File: config.mk
export PLATFORM = sky130hd
export DESIGN_NAME = hispi_word_align
export DESIGN_NICKNAME = d
export VERILOG_FILES = /design/src/rtl/hispi_word_align.sv
export SDC_FILE = /design/constraint.sdc
export NUM_CORES = 1
export LEC_CHECK = 0
export BUFFER_PORTS_ARGS = -buffer_cell sky130_fd_sc_hd__buf_2
export CORE_AREA = 2 2 135 137
export DETAILED_ROUTE_END_ITERATION = 7
export DIE_AREA = 0 0 137 139
export GPL_ROUTABILITY_DRIVEN = 0
export GPL_TIMING_DRIVEN = 0
export PLACE_DENSITY = 0.74
export SETUP_SLACK_MARGIN = 0.02
export SYNTH_ARGS = -nofsm -noshare
export SYNTH_HDL_FRONTEND = slang
export SYNTH_SLANG_ARGS = --single-unit
File: constraint.sdc
create_clock -name clk -period 7.25 [get_ports clk]
set_input_delay 1.45 -clock clk [delete_from_list [all_inputs] [get_ports clk]]
set_output_delay 1.45 -clock clk [all_outputs]
set_load 0.02 [all_outputs]
File: src/rtl/hispi_word_align.sv
// Per-lane HiSPi word-boundary trainer: hunts for the 0xFFF,0x000 sync signature, steers the
// deserializer bitslip until it is found, then emits aligned double-chunk words with a strobe.
module hispi_word_align #(
    parameter int unsigned CHANNEL_NUM    = 4,
    parameter int unsigned DESER_WIDTH    = 6,
    parameter int unsigned SEARCH_TIMEOUT = 1024,
    parameter int unsigned SETTLE_CYCLES  = 8,
    parameter int unsigned LOSS_COUNT     = 4
) (
    input  logic                                   clk,
    input  logic                                   reset,
    input  logic [DESER_WIDTH*CHANNEL_NUM-1:0]     iv_data,
    input  logic                                   i_enable,
    output logic [CHANNEL_NUM-1:0]                 ov_bitslip,
    output logic [2*DESER_WIDTH*CHANNEL_NUM-1:0]   ov_word,
    output logic [CHANNEL_NUM-1:0]                 ov_word_valid,
    output logic [CHANNEL_NUM-1:0]                 ov_lock,
    output logic                                   o_all_lock,
    output logic [CHANNEL_NUM-1:0]                 ov_slip_wrap
);

    localparam int unsigned WW = 2 * DESER_WIDTH;
    localparam int unsigned TW = (SEARCH_TIMEOUT > 1) ? $clog2(SEARCH_TIMEOUT) : 1;
    localparam int unsigned SW = (SETTLE_CYCLES > 1) ? $clog2(SETTLE_CYCLES) : 1;
    localparam int unsigned CW = $clog2(WW);
    localparam int unsigned LW = $clog2(LOSS_COUNT + 1);

    typedef enum logic [1:0] {StSearch, StSlip, StSettle, StLocked} lane_state_e;

    logic ph_q;
    logic all_lock_q;

    // One shared phase toggle serves every lane; each lane keeps its own captured copy.
    always_ff @(posedge clk or posedge reset) begin
        if (reset) begin
            ph_q       <= 1'b0;
            all_lock_q <= 1'b0;
        end else begin
            ph_q       <= ~ph_q;
            all_lock_q <= &ov_lock;
        end
    end

    assign o_all_lock = all_lock_q;

    for (genvar n = 0; n < CHANNEL_NUM; n++) begin : g_lane
        logic [DESER_WIDTH-1:0] c0;
        logic [DESER_WIDTH-1:0] c1_q, c2_q, c3_q;
        lane_state_e            state_q, state_d;
        logic [TW-1:0]          tcnt_q, tcnt_d;
        logic [SW-1:0]          settle_q, settle_d;
        logic [CW-1:0]          slip_q, slip_d;
        logic [LW-1:0]          loss_q, loss_d;
        logic                   lph_q, lph_d;
        logic                   wrap_q, wrap_d;
        logic                   valid_q, valid_d;
        logic [WW-1:0]          word_q, word_d;
        logic                   hit;
        logic                   on_phase;

        assign c0       = iv_data[n*DESER_WIDTH +: DESER_WIDTH];
        assign hit      = (c3_q == '1) && (c2_q == '1) && (c1_q == '0) && (c0 == '0);
        assign on_phase = (ph_q == lph_q);

        always_ff @(posedge clk or posedge reset) begin
            if (reset) begin
                c1_q     <= '0;
                c2_q     <= '0;
                c3_q     <= '0;
                state_q  <= StSearch;
                tcnt_q   <= '0;
                settle_q <= '0;
                slip_q   <= '0;
                loss_q   <= '0;
                lph_q    <= 1'b0;
                wrap_q   <= 1'b0;
                valid_q  <= 1'b0;
                word_q   <= '0;
            end else begin
                c1_q     <= c0;
                c2_q     <= c1_q;
                c3_q     <= c2_q;
                state_q  <= state_d;
                tcnt_q   <= tcnt_d;
                settle_q <= settle_d;
                slip_q   <= slip_d;
                loss_q   <= loss_d;
                lph_q    <= lph_d;
                wrap_q   <= wrap_d;
                valid_q  <= valid_d;
                word_q   <= word_d;
            end
        end

        always_comb begin
            state_d  = state_q;
            tcnt_d   = '0;
            settle_d = '0;
            slip_d   = slip_q;
            loss_d   = loss_q;
            lph_d    = lph_q;
            wrap_d   = wrap_q;
            valid_d  = 1'b0;
            word_d   = word_q;

            unique case (state_q)
                StSearch: begin
                    // Disabled lanes neither lock nor time out.
                    if (i_enable) begin
                        if (hit) begin
                            state_d = StLocked;
                            lph_d   = ph_q;
                            slip_d  = '0;
                            loss_d  = '0;
                        end else if (tcnt_q == TW'(SEARCH_TIMEOUT - 1)) begin
                            state_d = StSlip;
                        end else begin
                            tcnt_d = tcnt_q + 1'b1;
                        end
                    end
                end

                StSlip: begin
                    if (slip_q == CW'(WW - 1)) begin
                        slip_d = '0;
                        wrap_d = 1'b1;
                    end else begin
                        slip_d = slip_q + 1'b1;
                    end
                    state_d = StSettle;
                end

                StSettle: begin
                    // History still holds pre-slip chunks here, so hits are ignored.
                    if (!i_enable || (settle_q == SW'(SETTLE_CYCLES - 1))) begin
                        state_d = StSearch;
                    end else begin
                        settle_d = settle_q + 1'b1;
                    end
                end

                StLocked: begin
                    if (!i_enable) begin
                        state_d = StSearch;
                        loss_d  = '0;
                    end else begin
                        if (on_phase) begin
                            valid_d = 1'b1;
                            word_d  = {c0, c1_q};
                        end
                        if (hit && on_phase) begin
                            loss_d = '0;
                        end else if (hit) begin
                            if (loss_q == LW'(LOSS_COUNT - 1)) begin
                                state_d = StSearch;
                                loss_d  = '0;
                            end else begin
                                loss_d = loss_q + 1'b1;
                            end
                        end
                    end
                end

                default: state_d = StSearch;
            endcase
        end

        assign ov_bitslip[n]              = (state_q == StSlip);
        assign ov_lock[n]                 = (state_q == StLocked);
        assign ov_word_valid[n]           = valid_q;
        assign ov_word[n*WW +: WW]        = word_q;
        assign ov_slip_wrap[n]            = wrap_q;
    end

endmodule

# After elaboration in Yosys (flattened, before gate mapping)
# Index checks and enable logic that the tools add are counted.
[totals]
latch_bits = 0
mem_bits_rw = 0
elab_cells = 321
rom_bits = 0
ff_bits = 222
input_bits = 27
n_memories = 0
out_inout_bits = 65
[classes]
shifts = 0
n_mul = 0
n_lt_le_gt_ge = 0
n_addsub = 16
muxes = 116
reduce_logical = 66
n_div = 0
eq_ne = 72
n_bitwise = 1
[op_table]
columns = ["operator", "count"]
rows = [
  ["$mux W10", 16],
  ["$mux W3", 32],
  ["$mux W2", 32],
  ["$eq A6 B6 Y1 const B", 8],
  ["$logic_not A6 Y1", 8],
  ["$mux W4", 12],
  ["$add A10 B1 Y10 const B", 4],
  ["$eq A10 B10 Y1 const B", 4],
  ["$reduce_and A3 Y1", 12],
  ["$pmux W2 S4", 4],
  ["$pmux W4 S2", 4],
  ["$add A3 B1 Y3 const B", 8],
  ["$ne A2 B2 Y1 const B", 12],
  ["$ne A3 B2 Y1 const B", 8],
  ["$ne A3 B3 Y1 const B", 8],
  ["$pmux W3 S2", 4],
  ["$reduce_and A6 Y1", 4],
  ["$reduce_and A4 Y1", 5],
  ["$add A4 B1 Y4 const B", 4],
  ["$eq A2 B2 Y1 const B", 8],
  ["$eq A4 B4 Y1 const B", 4],
  ["$logic_and A1 B1 Y1", 16],
  ["$ne A4 B2 Y1 const B", 4],
  ["$reduce_bool A2 Y1", 8],
  ["other kinds (10)", 42],
]

# Depth between registers and ports, before layout
# Gate-level depths: netlist (run 1).
[logic_depth]
ltp_word = 8
depth_mapped = 7
ltp_nobuf = 7

# Worst setup path after synthesis (run 1)
# Ideal clock, no wire load.
[synth_path]
kind = "input to register"
from = "input port iv_data[12]"
to = "register g_lane[2].lph_q"
path_buffers = 0
setup_ps = 125
arrival_ps = 2860
cell_stages = 5
required_ps = 7125
slack_ps = 4265
path_cell_list = "or4_4 nor4_4 nand2_1 nor2_1 mux2_2"
[synth_between]
elab_chain_len = 3
[synth_rtl]
columns = ["element", "line_no", "source"]
rows = [
  ["start: declaration", "12", "input logic [DESER_WIDTH*CHANNEL_NUM-1:0] iv_data,"],
  ["$logic_not A6 Y1", "62", "assign hit = (c3_q == '1) && (c2_q == '1) && (c1_q == '0) && (c0 == '0);"],
  ["$logic_and A1 B1 Y1", "62", ""],
  ["$reduce_and A3 Y1 (no source line)", "n/a", ""],
  ["end signal: assignment", "88", "lph_q <= lph_d;"],
  ["end: declaration", "54", "logic lph_q, lph_d;"],
]
# No other way between the ends.
# A chain may end at the register's enable or synchronous reset.

# Worst setup path in the final report (run 1)
[layout_path]
from = "register g_lane[0].state_q[1]"
to = "output port ov_bitslip[0]"
[layout_between]
elab_chain_len = 1
[layout_rtl]
columns = ["element", "line_no", "source"]
rows = [
  ["start: declaration", "49", "lane_state_e state_q, state_d;"],
  ["start signal: assignment", "70", "state_q <= StSearch;"],
  ["start signal: assignment", "83", "state_q <= state_d;"],
  ["$eq A2 B1 Y1", "168", "assign ov_bitslip[n] = (state_q == StSlip);"],
  ["end: declaration", "14", "output logic [CHANNEL_NUM-1:0] ov_bitslip,"],
]
# No other way between the ends.

==> Implementation_results.wiki, run 1 <==
{| class="wikitable"
! Metric !! Value
|-
| Synth Cell Area || 9140 µm²
|-
| Setup crit start kind || register
|-
| FF+latch count, synth || 222
|-
| Leading cell types by total area after synthesis || sky130_fd_sc_hd__dfrtp_1, sky130_fd_sc_hd__mux2_2, sky130_fd_sc_hd__ha_1
|-
| Static leakage || 0.00541 µW
|-
| Fraction of layout cells with a size suffix above 1 || 0.253
|-
| End of the worst hold path || g_lane[3].c3_q[3]$_DFF_PP0_
|-
| Min-delay worst type || register to register
|-
| Antenna-violating nets left || 0
|-
| Area of the die || 19000 µm²
|-
| Upper clock frequency limit || 328 MHz
|-
| Worst EP required || 5800 ps
|-
| Detailed-router iteration count before antenna repair || 4
|-
| Final clock skew || 7.62 ps
|-
| Worst path cell trace || inv_1 -> ha_1 -> buf_2
|-
| Worst hold slack || 368 ps
|-
| Count of inserted antenna diode cells || 0
|-
| DRC || 0
|-
| CTS buffer count || 24
|-
| Final nets || 922
|-
| Ys async rst share || 1.00
|-
| Leading area contributor after synthesis || sky130_fd_sc_hd__dfrtp_1
|-
| Die boundary width || 137 µm
|-
| Most instantiated flip-flop cell in the synthesis netlist || sky130_fd_sc_hd__dfrtp_1
|-
| Root buffer cell || sky130_fd_sc_hd__clkbuf_16
|-
| Gates resized, CTS repair || 0
|-
| Max transition margin || 0.585
|-
| Row count || 49
|-
| Synth Instances || 736
|-
| Hold-fix buffers, CTS || 0
|-
| Warning count from the yosys run || 0
|-
| Top-area cell type share of the netlist area || 0.608
|-
| Area of the core region || 17700 µm²
|-
| Combined flip-flop and latch cell area || 5560 µm²
|-
| Pin count of the biggest net entering global routing || 42
|-
| Worst slew pin tran || 622 ps
|-
| Most common library cells after synthesis || sky130_fd_sc_hd__dfrtp_1, sky130_fd_sc_hd__nor2_1, sky130_fd_sc_hd__nand2_1
|-
| Sum of routed wire length over all layers || 16.9 mm
|-
| Portion of the post-synthesis area used by sequential elements || 0.608
|-
| Total GRT Usage || 0.187
|-
| Per-cell via count in the routed design || 5.36
|-
| Maximum buffer depth of the clock tree || 3
|-
| Count of different cell masters after synthesis || 57
|-
| Max-slew violation count || 0
|-
| Post-detailed-placement half-perimeter wirelength || 11.6 mm
|-
| Register-to-register setup slack || 4960 ps
|-
| Final Cycle Share || 0.420
|-
| Endpoint class of the critical path || output pin
|-
| Endpoint of the worst-slack reg-to-reg timing path || g_lane[2].loss_q[1]$_DFFE_PP0P_
|-
| Area used by multi-input combinational logic || 3370 µm²
|-
| Initial antenna violation count || 0
|-
| Maximum VDD drop || 0.000216 V
|-
| Status || finished, final reports clean
|-
| Fillers || 1361
|-
| Most frequent cell after synthesis || sky130_fd_sc_hd__dfrtp_1
|-
| H-tree lvl count || 1
|-
| Mean Syn Cell Area || 12.4 µm²
|-
| Clock Sinks || 222
|-
| Top Ports || 92
|-
| Synth Net Count || 799
|-
| PD cells || 257 nW/µm²
|-
| Slowest CP cell || sky130_fd_sc_hd__dfrtp_1
|-
| Synth-to-layout area growth || 19.0%
|-
| Clock transition at the register clock pins on the worst setup and hold paths after CTS || 60 ps
|-
| Placed Cells || 1062
|-
| Number of synthesized flops with an enable pin || 0
|-
| Die extent in y || 139 µm
|-
| Wire length of the first global-routing pass || 29.1 mm
|-
| DR WL/cell || 15.3 µm
|-
| Clock insertion delay at the later pin of the skew report || 510 ps
|-
| Vias in the first global route || 6053
|-
| Initial core utilization || 0.518
|-
| Via count of the routed design || 5926
|-
| Leftover overflow at the end of global routing || 0
|-
| CP Max Fanout || 7
|-
| Time the worst path needs with I/O delays and setup || 3050 ps
|-
| Unrepaired setup endpoints after global routing || false
|-
| Worst path max stage delay || 430 ps
|-
| CTS tree || done
|-
| Number of stages on the worst hold path || 0
|-
| Endpoints failing setup || 0
|-
| Data arrival time of the critical path || 1600 ps
|-
| Port Buf Inserts || 91
|-
| Startpoint of the worst hold path || g_lane[3].c2_q[3]$_DFF_PP0_
|-
| Start-to-end type of the worst setup path || register to output pin
|-
| Path depth of the worst reg2reg path || 4
|-
| Start of the worst register-to-register path || g_lane[2].c1_q[0]$_DFF_PP0_
|-
| Drt initial violations || 258
|-
| Final cell count without fillers || 1106
|-
| Setup repair bufs after CTS || 0
|-
| Number of maximum-capacitance violations || 0
|-
| Total negative setup slack || 0 ps
|-
| Final hold violation count || 0
|}
-- flip-flops by register name, indices dropped and copies added (netlist names) --
name / flops
g_lane.tcnt_q: 40
g_lane.c3_q: 24
g_lane.wrap_q: 4
g_lane.loss_q: 12
g_lane.settle_q: 12
g_lane.word_q: 48
o_all_lock: 1
g_lane.slip_q: 16
ph_q: 1
g_lane.state_q: 8
g_lane.c1_q: 24
g_lane.valid_q: 4
g_lane.c2_q: 24
g_lane.lph_q: 4
-- through the flow --
step,area (µm²),utilization,power [µW],setup slack [ps]
6_report,10900,0.616,2800,4200
5_1_grt,10900,0.616,2920,4100
4_1_cts,10900,0.616,2830,4210
3_5_place_dp,10000,0.567,1520,3870
3_3_place_gp,9890,0.560,1510,1670
2_1_floorplan,9150,-,1460,2900
-- power by group --
| part | internal (µW) | leakage [µW] | switching (µW) |
|---|---|---|---|
| Sequential | 1280 | 0.00288 | 33.4 |
| Clock | 820 | 0.000420 | 483 |
| Combinational | 65.1 | 0.00211 | 117 |
-- final cells by class --
| cell class | instances | share of cell area |
|---|---|---|
| Multi-Input combinational cell | 466 | 0.310 |
| Timing Repair Buffer | 97 | 0.0536 |
| Clock inverter | 12 | 0.0183 |
| Inverter | 26 | 0.00932 |
| Sequential cell | 222 | 0.511 |
| Clock buffer | 32 | 0.0608 |
| Tap cell | 229 | 0.0263 |
| Buffer | 22 | 0.0110 |
-- worst max path at each step --
stage | start | endpoint | slack, ps | cells after the start
2_1_floorplan | reset | g_lane[0].c1_q[0]$_DFF_PP0_ | 2900 | 1
3_3_place_gp | reset | g_lane[0].word_q[3]$_DFFE_PP0P_ | 1670 | 2
3_5_place_dp | i_enable | g_lane[3].word_q[5]$_DFFE_PP0P_ | 3870 | 6
4_1_cts | g_lane[0].state_q[1]$_DFFE_PP0P_ | ov_bitslip[0] | 4210 | 3
5_1_grt | g_lane[0].state_q[1]$_DFFE_PP0P_ | ov_bitslip[0] | 4100 | 3
6_report | g_lane[0].state_q[1]$_DFFE_PP0P_ | ov_bitslip[0] | 4200 | 3
-- kinds of logic (layout without fill, tap and decap cells) --
| kind of cell | after synthesis | in the layout | synth area share |
|---|---|---|---|
| adder cells (fa/ha/maj) | 36 | 36 | 0.0493 |
| XOR/XNOR | 36 | 36 | 0.0345 |
| multiplexers | 53 | 53 | 0.0652 |
| AND/OR/NAND/NOR | 263 | 263 | 0.155 |
| flip-flops | 222 | 222 | 0.608 |
| buffers and inverters | 48 | 189 | 0.0238 |
| AO/OA/AOI/OAI | 78 | 78 | 0.0649 |
-- worst max-delay path, delay by kind of cell (launching register included) --
kind	cells	cell delay, ps
adders and majority gates	1	310
buffers and inverters	2	340
DFF	1	430
-- placed cells by master (no fill, tap or decap), types with 6 or more instances in the layout --
| cell | synthesis | final |
|---|---|---|
| sky130_fd_sc_hd__nand3_1 | 27 | 27 |
| sky130_fd_sc_hd__ha_1 | 36 | 36 |
| sky130_fd_sc_hd__buf_2 | 6 | 97 |
| sky130_fd_sc_hd__and3_1 | 16 | 16 |
| sky130_fd_sc_hd__nor2_1 | 63 | 63 |
| sky130_fd_sc_hd__nor2b_1 | 16 | 16 |
| sky130_fd_sc_hd__xor2_1 | 21 | 21 |
| sky130_fd_sc_hd__inv_1 | 26 | 25 |
| sky130_fd_sc_hd__nand2_1 | 53 | 53 |
| sky130_fd_sc_hd__o21ai_0 | 16 | 16 |
| sky130_fd_sc_hd__nand4_1 | 15 | 15 |
| sky130_fd_sc_hd__nand2b_1 | 6 | 6 |
| sky130_fd_sc_hd__dfrtp_1 | 222 | 222 |
| sky130_fd_sc_hd__xnor2_1 | 15 | 15 |
| sky130_fd_sc_hd__a31oi_1 | 6 | 6 |
| sky130_fd_sc_hd__buf_4 | 8 | 8 |
| sky130_fd_sc_hd__o31ai_1 | 13 | 13 |
| sky130_fd_sc_hd__and2_1 | 11 | 11 |
| sky130_fd_sc_hd__nor3_1 | 13 | 13 |
| sky130_fd_sc_hd__clkbuf_1 | 8 | 13 |
| sky130_fd_sc_hd__mux2_2 | 52 | 52 |
| sky130_fd_sc_hd__clkbuf_16 | 0 | 24 |
-- routing by layer --
| layer | wire length (µm) | vias to the layer above | track usage | share of wire |
|---|---|---|---|---|
| li1 | - | 2843 | - | - |
| met1 | 7470 | 2957 | 0.251 | 0.44 |
| met2 | 8430 | 94 | 0.308 | 0.50 |
| met3 | 641 | 32 | 0.0333 | 0.038 |
| met4 | 389 | 0 | 0.0602 | 0.023 |
| met5 | 0 | - | 0 | 0 |
Note: power is estimated with default switching activity, not from simulation.
==> run 2, diff against run 1 <==
--- a/config.mk
+++ b/config.mk
@@ -6,12 +6,12 @@
 export NUM_CORES = 1
 export LEC_CHECK = 0
 export BUFFER_PORTS_ARGS = -buffer_cell sky130_fd_sc_hd__buf_2
-export CORE_AREA = 2 2 135 137
+export CORE_AREA = 2 2 128 130
 export DETAILED_ROUTE_END_ITERATION = 7
-export DIE_AREA = 0 0 137 139
+export DIE_AREA = 0 0 130 132
 export GPL_ROUTABILITY_DRIVEN = 0
 export GPL_TIMING_DRIVEN = 0
-export PLACE_DENSITY = 0.74
+export PLACE_DENSITY = 0.78
 export SETUP_SLACK_MARGIN = 0.02
 export SYNTH_ARGS = -nofsm -noshare
 export SYNTH_HDL_FRONTEND = slang
==> constraint.sdc (replaced) <==
create_clock -name clk -period 3 [get_ports clk]
set_input_delay 0.6 -clock clk [delete_from_list [all_inputs] [get_ports clk]]
set_output_delay 0.6 -clock clk [all_outputs]
set_load 0.02 [all_outputs]
==> Implementation_results.wiki, run 2 (synthesized netlist as in run 1, its figures left out) <==
{| class="wikitable"
! Metric !! Value
|-
| Number of maximum-capacitance violations || 0 (unchanged)
|-
| Initial core utilization || 0.582 (was 0.518)
|-
| Sum of routed wire length over all layers || 17.9 mm (was 16.9 mm)
|-
| Maximum buffer depth of the clock tree || 3 (unchanged)
|-
| Post-placement worst setup slack || 470 ps (was 3870 ps)
|-
| Biggest regs || g_lane.word_q (48), g_lane.tcnt_q (40) (unchanged)
|-
| Top Ports || 92 (unchanged)
|-
| Wire length of the first global-routing pass || 31.2 mm (was 29.1 mm)
|-
| Row count || 46 (was 49)
|-
| Area of the core region || 15700 µm² (was 17700 µm²)
|-
| Total cell area at the placement stage || 9970 µm² (was 10000 µm²)
|-
| Final clock skew || 6.84 ps (was 7.62 ps)
|-
| Count of inserted antenna diode cells || 0 (unchanged)
|-
| PD cells || 606 nW/µm² (was 257 nW/µm²)
|-
| Register-to-register setup slack || 650 ps (was 4960 ps)
|-
| Root buffer cell || sky130_fd_sc_hd__clkbuf_16 (unchanged)
|-
| CTS tree || done (unchanged)
|-
| Time the worst path needs with I/O delays and setup || 2350 ps
|-
| Die extent in y || 132 µm (was 139 µm)
|-
| Upper clock frequency limit || 425 MHz
|-
| Total GRT Usage || 0.220 (was 0.187)
|-
| Sw Share || 0.228 (was 0.226)
|-
| Setup crit start kind || register (unchanged)
|-
| Area of the die || 17200 µm² (was 19000 µm²)
|-
| H-tree lvl count || 1 (unchanged)
|-
| Fraction of layout cells with a size suffix above 1 || 0.250 (was 0.253)
|-
| Pin count of the biggest net entering global routing || 47 (was 42)
|-
| Via count of the routed design || 6089 (was 5926)
|-
| Endpoints failing setup || 0 (unchanged)
|-
| Drt initial violations || 364 (was 258)
|-
| Fillers || 1128 (was 1361)
|-
| CP Max Fanout || 10 (was 7)
|-
| Vias in the first global route || 6544 (was 6053)
|-
| DR WL/cell || 16.4 µm (was 15.3 µm)
|-
| Max-slew violation count || 0 (unchanged)
|-
| Smallest setup slack after layout || 650 ps (was 4200 ps)
|-
| CTS buffer count || 23 (was 24)
|-
| Post-detailed-placement half-perimeter wirelength || 12.5 mm (was 11.6 mm)
|-
| Endpoint class of the critical path || register (was output pin)
|-
| Start-to-end type of the worst setup path || register to register (was register to output pin)
|-
| Total net switching power || 1490 µW (was 633 µW)
|-
| Gates resized, CTS repair || 0 (unchanged)
|-
| Worst EP required || 3380 ps (was 5800 ps)
|-
| Min-delay worst type || input port to asynchronous set/reset pin (was register to register)
|-
| Final Cycle Share || 0.783
|-
| Hold-fix buffers, CTS || 0 (unchanged)
|-
| Leftover overflow at the end of global routing || 0 (unchanged)
|-
| Synth-to-layout area growth || 17.6% (was 19.0%)
|-
| Clock insertion delay at the later pin of the skew report || 500 ps (was 510 ps)
|-
| Setup repair bufs after CTS || 0 (unchanged)
|-
| Clock group share of total power || 0.444 (was 0.465)
|-
| Static leakage || 0.00536 µW (was 0.00541 µW)
|-
| Initial antenna violation count || 0 (unchanged)
|-
| Final hold violation count || 0 (unchanged)
|-
| Total negative setup slack || 0 ps (unchanged)
|-
| Part of the power in combinational logic || 0.069 (was 0.065)
|-
| Die boundary width || 130 µm (was 137 µm)
|-
| Antenna-violating nets left || 0 (unchanged)
|-
| DRC || 0 (unchanged)
|-
| Clock transition at the register clock pins on the worst setup and hold paths after CTS || 60 ps (about the same)
|-
| Final nets || 920 (was 922)
|-
| Clock Sinks || 222 (unchanged)
|-
| Largest register by flop count || g_lane.word_q (unchanged)
|-
| Status || finished, final reports clean (unchanged)
|-
| Max transition margin || 0.572 (was 0.585)
|-
| Number of flip-flops in the largest register || 48 (unchanged)
|-
| Layout Cell Area excl Fill || 10800 µm² (was 10900 µm²)
|-
| Power consumption || 6520 µW (was 2800 µW)
|-
| Portion of total power attributed to sequential cells || 0.487 (was 0.470)
|-
| Unrepaired setup endpoints after global routing || false (unchanged)
|-
| Detailed-router iteration count before antenna repair || 4 (unchanged)
|-
| Data arrival time of the critical path || 2730 ps (was 1600 ps)
|-
| Commonest cells after routing, fill and taps aside || sky130_fd_sc_hd__dfrtp_1, sky130_fd_sc_hd__buf_2, sky130_fd_sc_hd__nor2_1 (unchanged)
|-
| Worst slew pin tran || 634 ps (was 622 ps)
|-
| Per-cell via count in the routed design || 5.59 (was 5.36)
|-
| Internal power summed over all cells || 5030 µW (was 2170 µW)
|-
| Port Buf Inserts || 91 (unchanged)
|-
| Most common library cell in the layout ignoring fill and taps || sky130_fd_sc_hd__dfrtp_1 (unchanged)
|-
| Maximum VDD drop || 0.000486 V (was 0.000216 V)
|}
-- run 2: critical path, stage by stage, from the launching register on --
cell and delay, ps:
sky130_fd_sc_hd__dfrtp_1 320, sky130_fd_sc_hd__clkbuf_1 450, sky130_fd_sc_hd__xor2_1 250, sky130_fd_sc_hd__nor2_1 360, sky130_fd_sc_hd__clkbuf_1 450, sky130_fd_sc_hd__mux2_2 400
-- run 2: power by group through the flow --
| stage | logic, µW | registers [µW] | clock network, µW |
|---|---|---|---|
| final | 449 | 3170 | 2890 |
| after global routing | 514 | 3190 | 3100 |
| after CTS | 452 | 3170 | 2960 |
| after detailed placement | 445 | 3230 | 0 |
| after global placement | 400 | 3220 | 0 |
| after floorplan | 315 | 3210 | 0 |
-- run 2: metrics by stage --
step / hold slack (ps) / cells / util
after detailed placement: 361 / 1048 / 0.635
after global routing: 186 / 1089 / 0.684
final: 157 / 1089 / 0.684
after floorplan: 347 / 736 / -
after global placement: 358 / 1043 / 0.628
after CTS: 157 / 1089 / 0.684
-- run 2: final timing paths --
path,startpoint,end,depth (start not counted)
hold reg to reg,g_lane[3].c2_q[1]$_DFF_PP0_,g_lane[3].c3_q[1]$_DFF_PP0_,0
setup / recovery,ph_q$_DFF_PP0_,g_lane[2].word_q[4]$_DFFE_PP0P_,5
max in group asynchronous,reset,g_lane[3].c1_q[0]$_DFF_PP0_,4
setup reg to reg,ph_q$_DFF_PP0_,g_lane[2].word_q[4]$_DFFE_PP0P_,5
min in group clk,iv_data[7],g_lane[1].c1_q[1]$_DFF_PP0_,1
hold / removal,reset,g_lane[1].wrap_q$_DFFE_PP0P_,2
-- run 2: layer usage --
layer  vias up  global-route usage  wire (µm)
met3        42              0.0325        633
met5         -                   0          0
met2       113               0.366       9050
li1       2847                   -          -
met4         0              0.0753        439
met1      3087               0.297       7730
-- run 2: area by class of cell --
class                      count  area, µm²  area share
clock buffer                  36        704      0.0655
tap                          216        270      0.0251
buffer                        22        120      0.0112
clock inverter                 5       75.1     0.00698
sequential                   222       5560       0.517
inverter                      26        101     0.00943
timing repair buffer          96        556      0.0517
multi-input combinational    466       3370       0.313
==> run 3, diff against run 2 <==
--- a/config.mk
+++ b/config.mk
@@ -5,13 +5,14 @@
 export SDC_FILE = /design/constraint.sdc
 export NUM_CORES = 1
 export LEC_CHECK = 0
+export ABC_AREA = 1
 export BUFFER_PORTS_ARGS = -buffer_cell sky130_fd_sc_hd__buf_2
-export CORE_AREA = 2 2 128 130
+export CORE_AREA = 2 2 139 141
 export DETAILED_ROUTE_END_ITERATION = 7
-export DIE_AREA = 0 0 130 132
+export DIE_AREA = 0 0 141 143
 export GPL_ROUTABILITY_DRIVEN = 0
 export GPL_TIMING_DRIVEN = 0
-export PLACE_DENSITY = 0.78
+export PLACE_DENSITY = 0.73
 export SETUP_SLACK_MARGIN = 0.02
 export SYNTH_ARGS = -nofsm -noshare
 export SYNTH_HDL_FRONTEND = slang
==> constraint.sdc (replaced) <==
create_clock -name clk -period 2.15 [get_ports clk]
set_input_delay 0.43 -clock clk [delete_from_list [all_inputs] [get_ports clk]]
set_output_delay 0.43 -clock clk [all_outputs]
set_load 0.02 [all_outputs]
==> Implementation_results.wiki, run 3 <==
{| class="wikitable"
! Metric !! Value
|-
| Post-detailed-placement half-perimeter wirelength || 12.7 mm (was 12.5 mm)
|-
| Ys async rst share || 1.00 (unchanged)
|-
| Commonest cells after routing, fill and taps aside || sky130_fd_sc_hd__nand2_1, sky130_fd_sc_hd__dfrtp_1, sky130_fd_sc_hd__nor2_1 (was sky130_fd_sc_hd__dfrtp_1, sky130_fd_sc_hd__buf_2, sky130_fd_sc_hd__nor2_1)
|-
| Synth Net Count || 1089 (was 799)
|-
| Endpoint class of the critical path || output pin (was register)
|-
| CTS tree || done (unchanged)
|-
| Die extent in y || 143 µm (was 132 µm)
|-
| Final hold violation count || 0 (unchanged)
|-
| Biggest regs || g_lane.word_q (48), g_lane.tcnt_q (40) (unchanged)
|-
| Endpoints failing setup || 0 (unchanged)
|-
| DRC || 0 (unchanged)
|-
| Data arrival time of the critical path || 1560 ps (was 2730 ps)
|-
| Static leakage || 0.00575 µW (was 0.00536 µW)
|-
| Port Buf Inserts || 91 (unchanged)
|-
| Max transition margin || 0.630 (was 0.572)
|-
| Worst EP required || 1720 ps (was 3380 ps)
|-
| Via count of the routed design || 6888 (was 6089)
|-
| Number of synthesized flops with an enable pin || 0 (unchanged)
|-
| Register-to-register setup slack || 480 ps (was 650 ps)
|-
| Clock transition at the register clock pins on the worst setup and hold paths after CTS || 60 ps (about the same)
|-
| Worst path max stage delay || 420 ps (was 450 ps)
|-
| Vias in the first global route || 6870 (was 6544)
|-
| Clock group share of total power || 0.308 (was 0.444)
|-
| Total GRT Usage || 0.188 (was 0.220)
|-
| Wire length of the first global-routing pass || 31.4 mm (was 31.2 mm)
|-
| Die boundary width || 141 µm (was 130 µm)
|-
| Warning count from the yosys run || 0 (unchanged)
|-
| Drt initial violations || 325 (was 364)
|-
| Per-cell via count in the routed design || 4.92 (was 5.59)
|-
| Upper clock frequency limit || 503 MHz
|-
| Internal power summed over all cells || 8610 µW (was 5030 µW)
|-
| Antenna-violating nets left || 0 (unchanged)
|-
| Row count || 50 (was 46)
|-
| Leading cell types by total area after synthesis || sky130_fd_sc_hd__dfrtp_1, sky130_fd_sc_hd__nand2_1, sky130_fd_sc_hd__nor2_1 (was sky130_fd_sc_hd__dfrtp_1, sky130_fd_sc_hd__mux2_2, sky130_fd_sc_hd__ha_1)
|-
| Number of flip-flops in the largest register || 48 (unchanged)
|-
| Sum of buffers and inverters on the critical path || 2 (unchanged)
|-
| Met2 Resource Use GR || 0.327 (was 0.366)
|-
| Path depth of the worst reg2reg path || 8 (was 5)
|-
| Initial core utilization || 0.524 (was 0.582)
|-
| Top Ports || 92 (unchanged)
|-
| Max-slew violation count || 0 (unchanged)
|-
| Layer carrying the most global-route usage || met2 (unchanged)
|-
| Most common library cells after synthesis || sky130_fd_sc_hd__nand2_1, sky130_fd_sc_hd__dfrtp_1, sky130_fd_sc_hd__nor2_1 (was sky130_fd_sc_hd__dfrtp_1, sky130_fd_sc_hd__nor2_1, sky130_fd_sc_hd__nand2_1)
|-
| Setup crit start kind || register (unchanged)
|-
| Min-delay worst type || input port to register (was input port to asynchronous set/reset pin)
|-
| Worst slew pin tran || 554 ps (was 634 ps)
|-
| Leading area contributor after synthesis || sky130_fd_sc_hd__dfrtp_1 (unchanged)
|-
| Count of different cell masters after synthesis || 40 (was 57)
|-
| Status || finished, final reports clean (unchanged)
|-
| Most instantiated flip-flop cell in the synthesis netlist || sky130_fd_sc_hd__dfrtp_1 (unchanged)
|-
| Area of the core region || 18600 µm² (was 15700 µm²)
|-
| Start of the worst register-to-register path || g_lane[0].tcnt_q[0]$_DFF_PP0_ (was ph_q$_DFF_PP0_)
|-
| DR WL/cell || 12.7 µm (was 16.4 µm)
|-
| Clock Sinks || 222 (unchanged)
|-
| Synth Cell Area || 9730 µm² (was 9140 µm²)
|-
| FF+latch count, synth || 222 (unchanged)
|-
| Portion of the post-synthesis area used by sequential elements || 0.571 (was 0.608)
|-
| CTS buffer count || 24 (was 23)
|-
| H-tree lvl count || 1 (unchanged)
|-
| Crit-path leading delay family || flip-flops (was buffers and inverters)
|-
| Endpoint of the worst-slack reg-to-reg timing path || g_lane[0].tcnt_q[4]$_DFF_PP0_ (was g_lane[2].word_q[4]$_DFFE_PP0P_)
|-
| Synth-to-layout area growth || 17.1% (was 17.6%)
|-
| Setup repair bufs after CTS || 0 (unchanged)
|-
| Portion of total power attributed to sequential cells || 0.411 (was 0.487)
|-
| Number of maximum-capacitance violations || 0 (unchanged)
|-
| Unrepaired setup endpoints after global routing || false (unchanged)
|-
| PD cells || 1150 nW/µm² (was 606 nW/µm²)
|-
| Detailed-router iteration count before antenna repair || 6 (was 4)
|-
| Top-area cell type share of the netlist area || 0.571 (was 0.608)
|-
| Maximum buffer depth of the clock tree || 3 (unchanged)
|-
| Placed Cells || 1356 (was 1048)
|-
| Start-to-end type of the worst setup path || register to output pin (was register to register)
|-
| Final nets || 1212 (was 920)
|-
| Area of the die || 20200 µm² (was 17200 µm²)
|-
| CP Max Fanout || 6 (was 10)
|-
| Final Cycle Share || 0.925
|-
| Final clock skew || 11.6 ps (was 6.84 ps)
|-
| Fraction of layout cells with a size suffix above 1 || 0.197 (was 0.250)
|-
| Power consumption || 13100 µW (was 6520 µW)
|-
| Met3 usage || 0.0322 (was 0.0325)
|-
| Sw Share || 0.341 (was 0.228)
|-
| Sum of routed wire length over all layers || 17.8 mm (was 17.9 mm)
|-
| Worst path cell trace || inv_1 -> ha_1 -> buf_2 (was clkbuf_1 -> xor2_1 -> nor2_1 -> clkbuf_1 -> mux2_2)
|-
| Startpoint of the worst hold path || iv_data[0]
|-
| Part of the power in combinational logic || 0.281 (was 0.069)
|-
| Clock insertion delay at the later pin of the skew report || 510 ps (was 500 ps)
|-
| End of the worst hold path || g_lane[0].c1_q[0]$_DFF_PP0_
|-
| Slowest CP cell || sky130_fd_sc_hd__dfrtp_1 (was sky130_fd_sc_hd__clkbuf_1)
|-
| Grt met1 use || 0.243 (was 0.297)
|-
| Synth Instances || 1026 (was 736)
|-
| Pin count of the biggest net entering global routing || 45 (was 47)
|-
| Mean Syn Cell Area || 9.48 µm² (was 12.4 µm²)
|-
| Number of stages on the worst hold path || 1
|-
| Leftover overflow at the end of global routing || 0 (unchanged)
|-
| Most frequent cell after synthesis || sky130_fd_sc_hd__nand2_1 (was sky130_fd_sc_hd__dfrtp_1)
|-
| Final cell count without fillers || 1401 (was 1089)
|-
| Maximum VDD drop || 0.000833 V (was 0.000486 V)
|-
| Largest register by flop count || g_lane.word_q (unchanged)
|-
| Total net switching power || 4460 µW (was 1490 µW)
|-
| Root buffer cell || sky130_fd_sc_hd__clkbuf_16 (unchanged)
|-
| Most common library cell in the layout ignoring fill and taps || sky130_fd_sc_hd__nand2_1 (was sky130_fd_sc_hd__dfrtp_1)
|-
| Initial antenna violation count || 0 (unchanged)
|-
| Time the worst path needs with I/O delays and setup || 1990 ps
|}
## run 3: cell families after synthesis
kind of cell / after synthesis / share of synthesized area
DFF: 222 / 0.571
xor gates and xnor gates: 25 / 0.0241
adders and majority gates: 36 / 0.0463
buffers and inverters: 135 / 0.0575
and+or+nand+nor: 541 / 0.256
AOI/OAI and AO/OA: 67 / 0.0450
## run 3: how the worst max path moves through the flow
stage	slack [ps]	from	depth (start not counted)	to
2_1_floorplan	-1180	reset	1	g_lane[0].c1_q[0]$_DFF_PP0_
3_3_place_gp	-2450	reset	2	g_lane[0].word_q[9]$_DFFE_PP0P_
3_5_place_dp	450	iv_data[2]	11	g_lane[0].slip_q[0]$_DFFE_PP0P_
4_1_cts	140	g_lane[0].state_q[1]$_DFFE_PP0P_	3	ov_bitslip[0]
5_1_grt	70	g_lane[0].state_q[1]$_DFFE_PP0P_	3	ov_bitslip[0]
6_report	160	g_lane[0].state_q[1]$_DFFE_PP0P_	3	ov_bitslip[0]
## run 3: power by group through the flow
stage | clock network [µW] | logic (µW) | registers (µW)
2_1_floorplan | 0 | 2220 | 5830
3_3_place_gp | 0 | 3600 | 5410
3_5_place_dp | 0 | 3690 | 5420
4_1_cts | 4140 | 3710 | 5360
5_1_grt | 4300 | 4120 | 5470
6_report | 4020 | 3670 | 5370
## run 3: final cells by class
cell class	count	area (µm²)
fill	1502	7190
clock buffer	38	733
sequential	222	5560
antenna	1	2.50
timing repair buffer	97	566
tap	234	293
inverter	117	443
clock inverter	5	66.3
buffer	18	120
multi-input combinational	669	3610
## run 3: stage by stage
| stage | setup TNS, ps | setup WS, ps | util | instance area (µm²) | hold slack, ps |
|---|---|---|---|---|---|
| after floorplan | -261080 | -1180 | - | 9730 | 354 |
| after global placement | -539720 | -2450 | 0.564 | 10500 | 356 |
| after detailed placement | 0 | 446 | 0.569 | 10600 | 359 |
| after CTS | 0 | 141 | 0.613 | 11400 | 22.7 |
| after global routing | 0 | 73.5 | 0.613 | 11400 | 26.2 |
| final | 0 | 162 | 0.613 | 11400 | 42.6 |
## run 3: repair_timing
item	in CTS	in global routing
hold buffers	1	0
hold endpoints to repair	21	0
gates resized for setup	0	0
## run 3: routing by layer
metal | vias up | wire, µm
li1 | 3487 | -
met1 | 3260 | 7800
met2 | 113 | 8820
met3 | 28 | 765
met4 | 0 | 414
met5 | - | 0
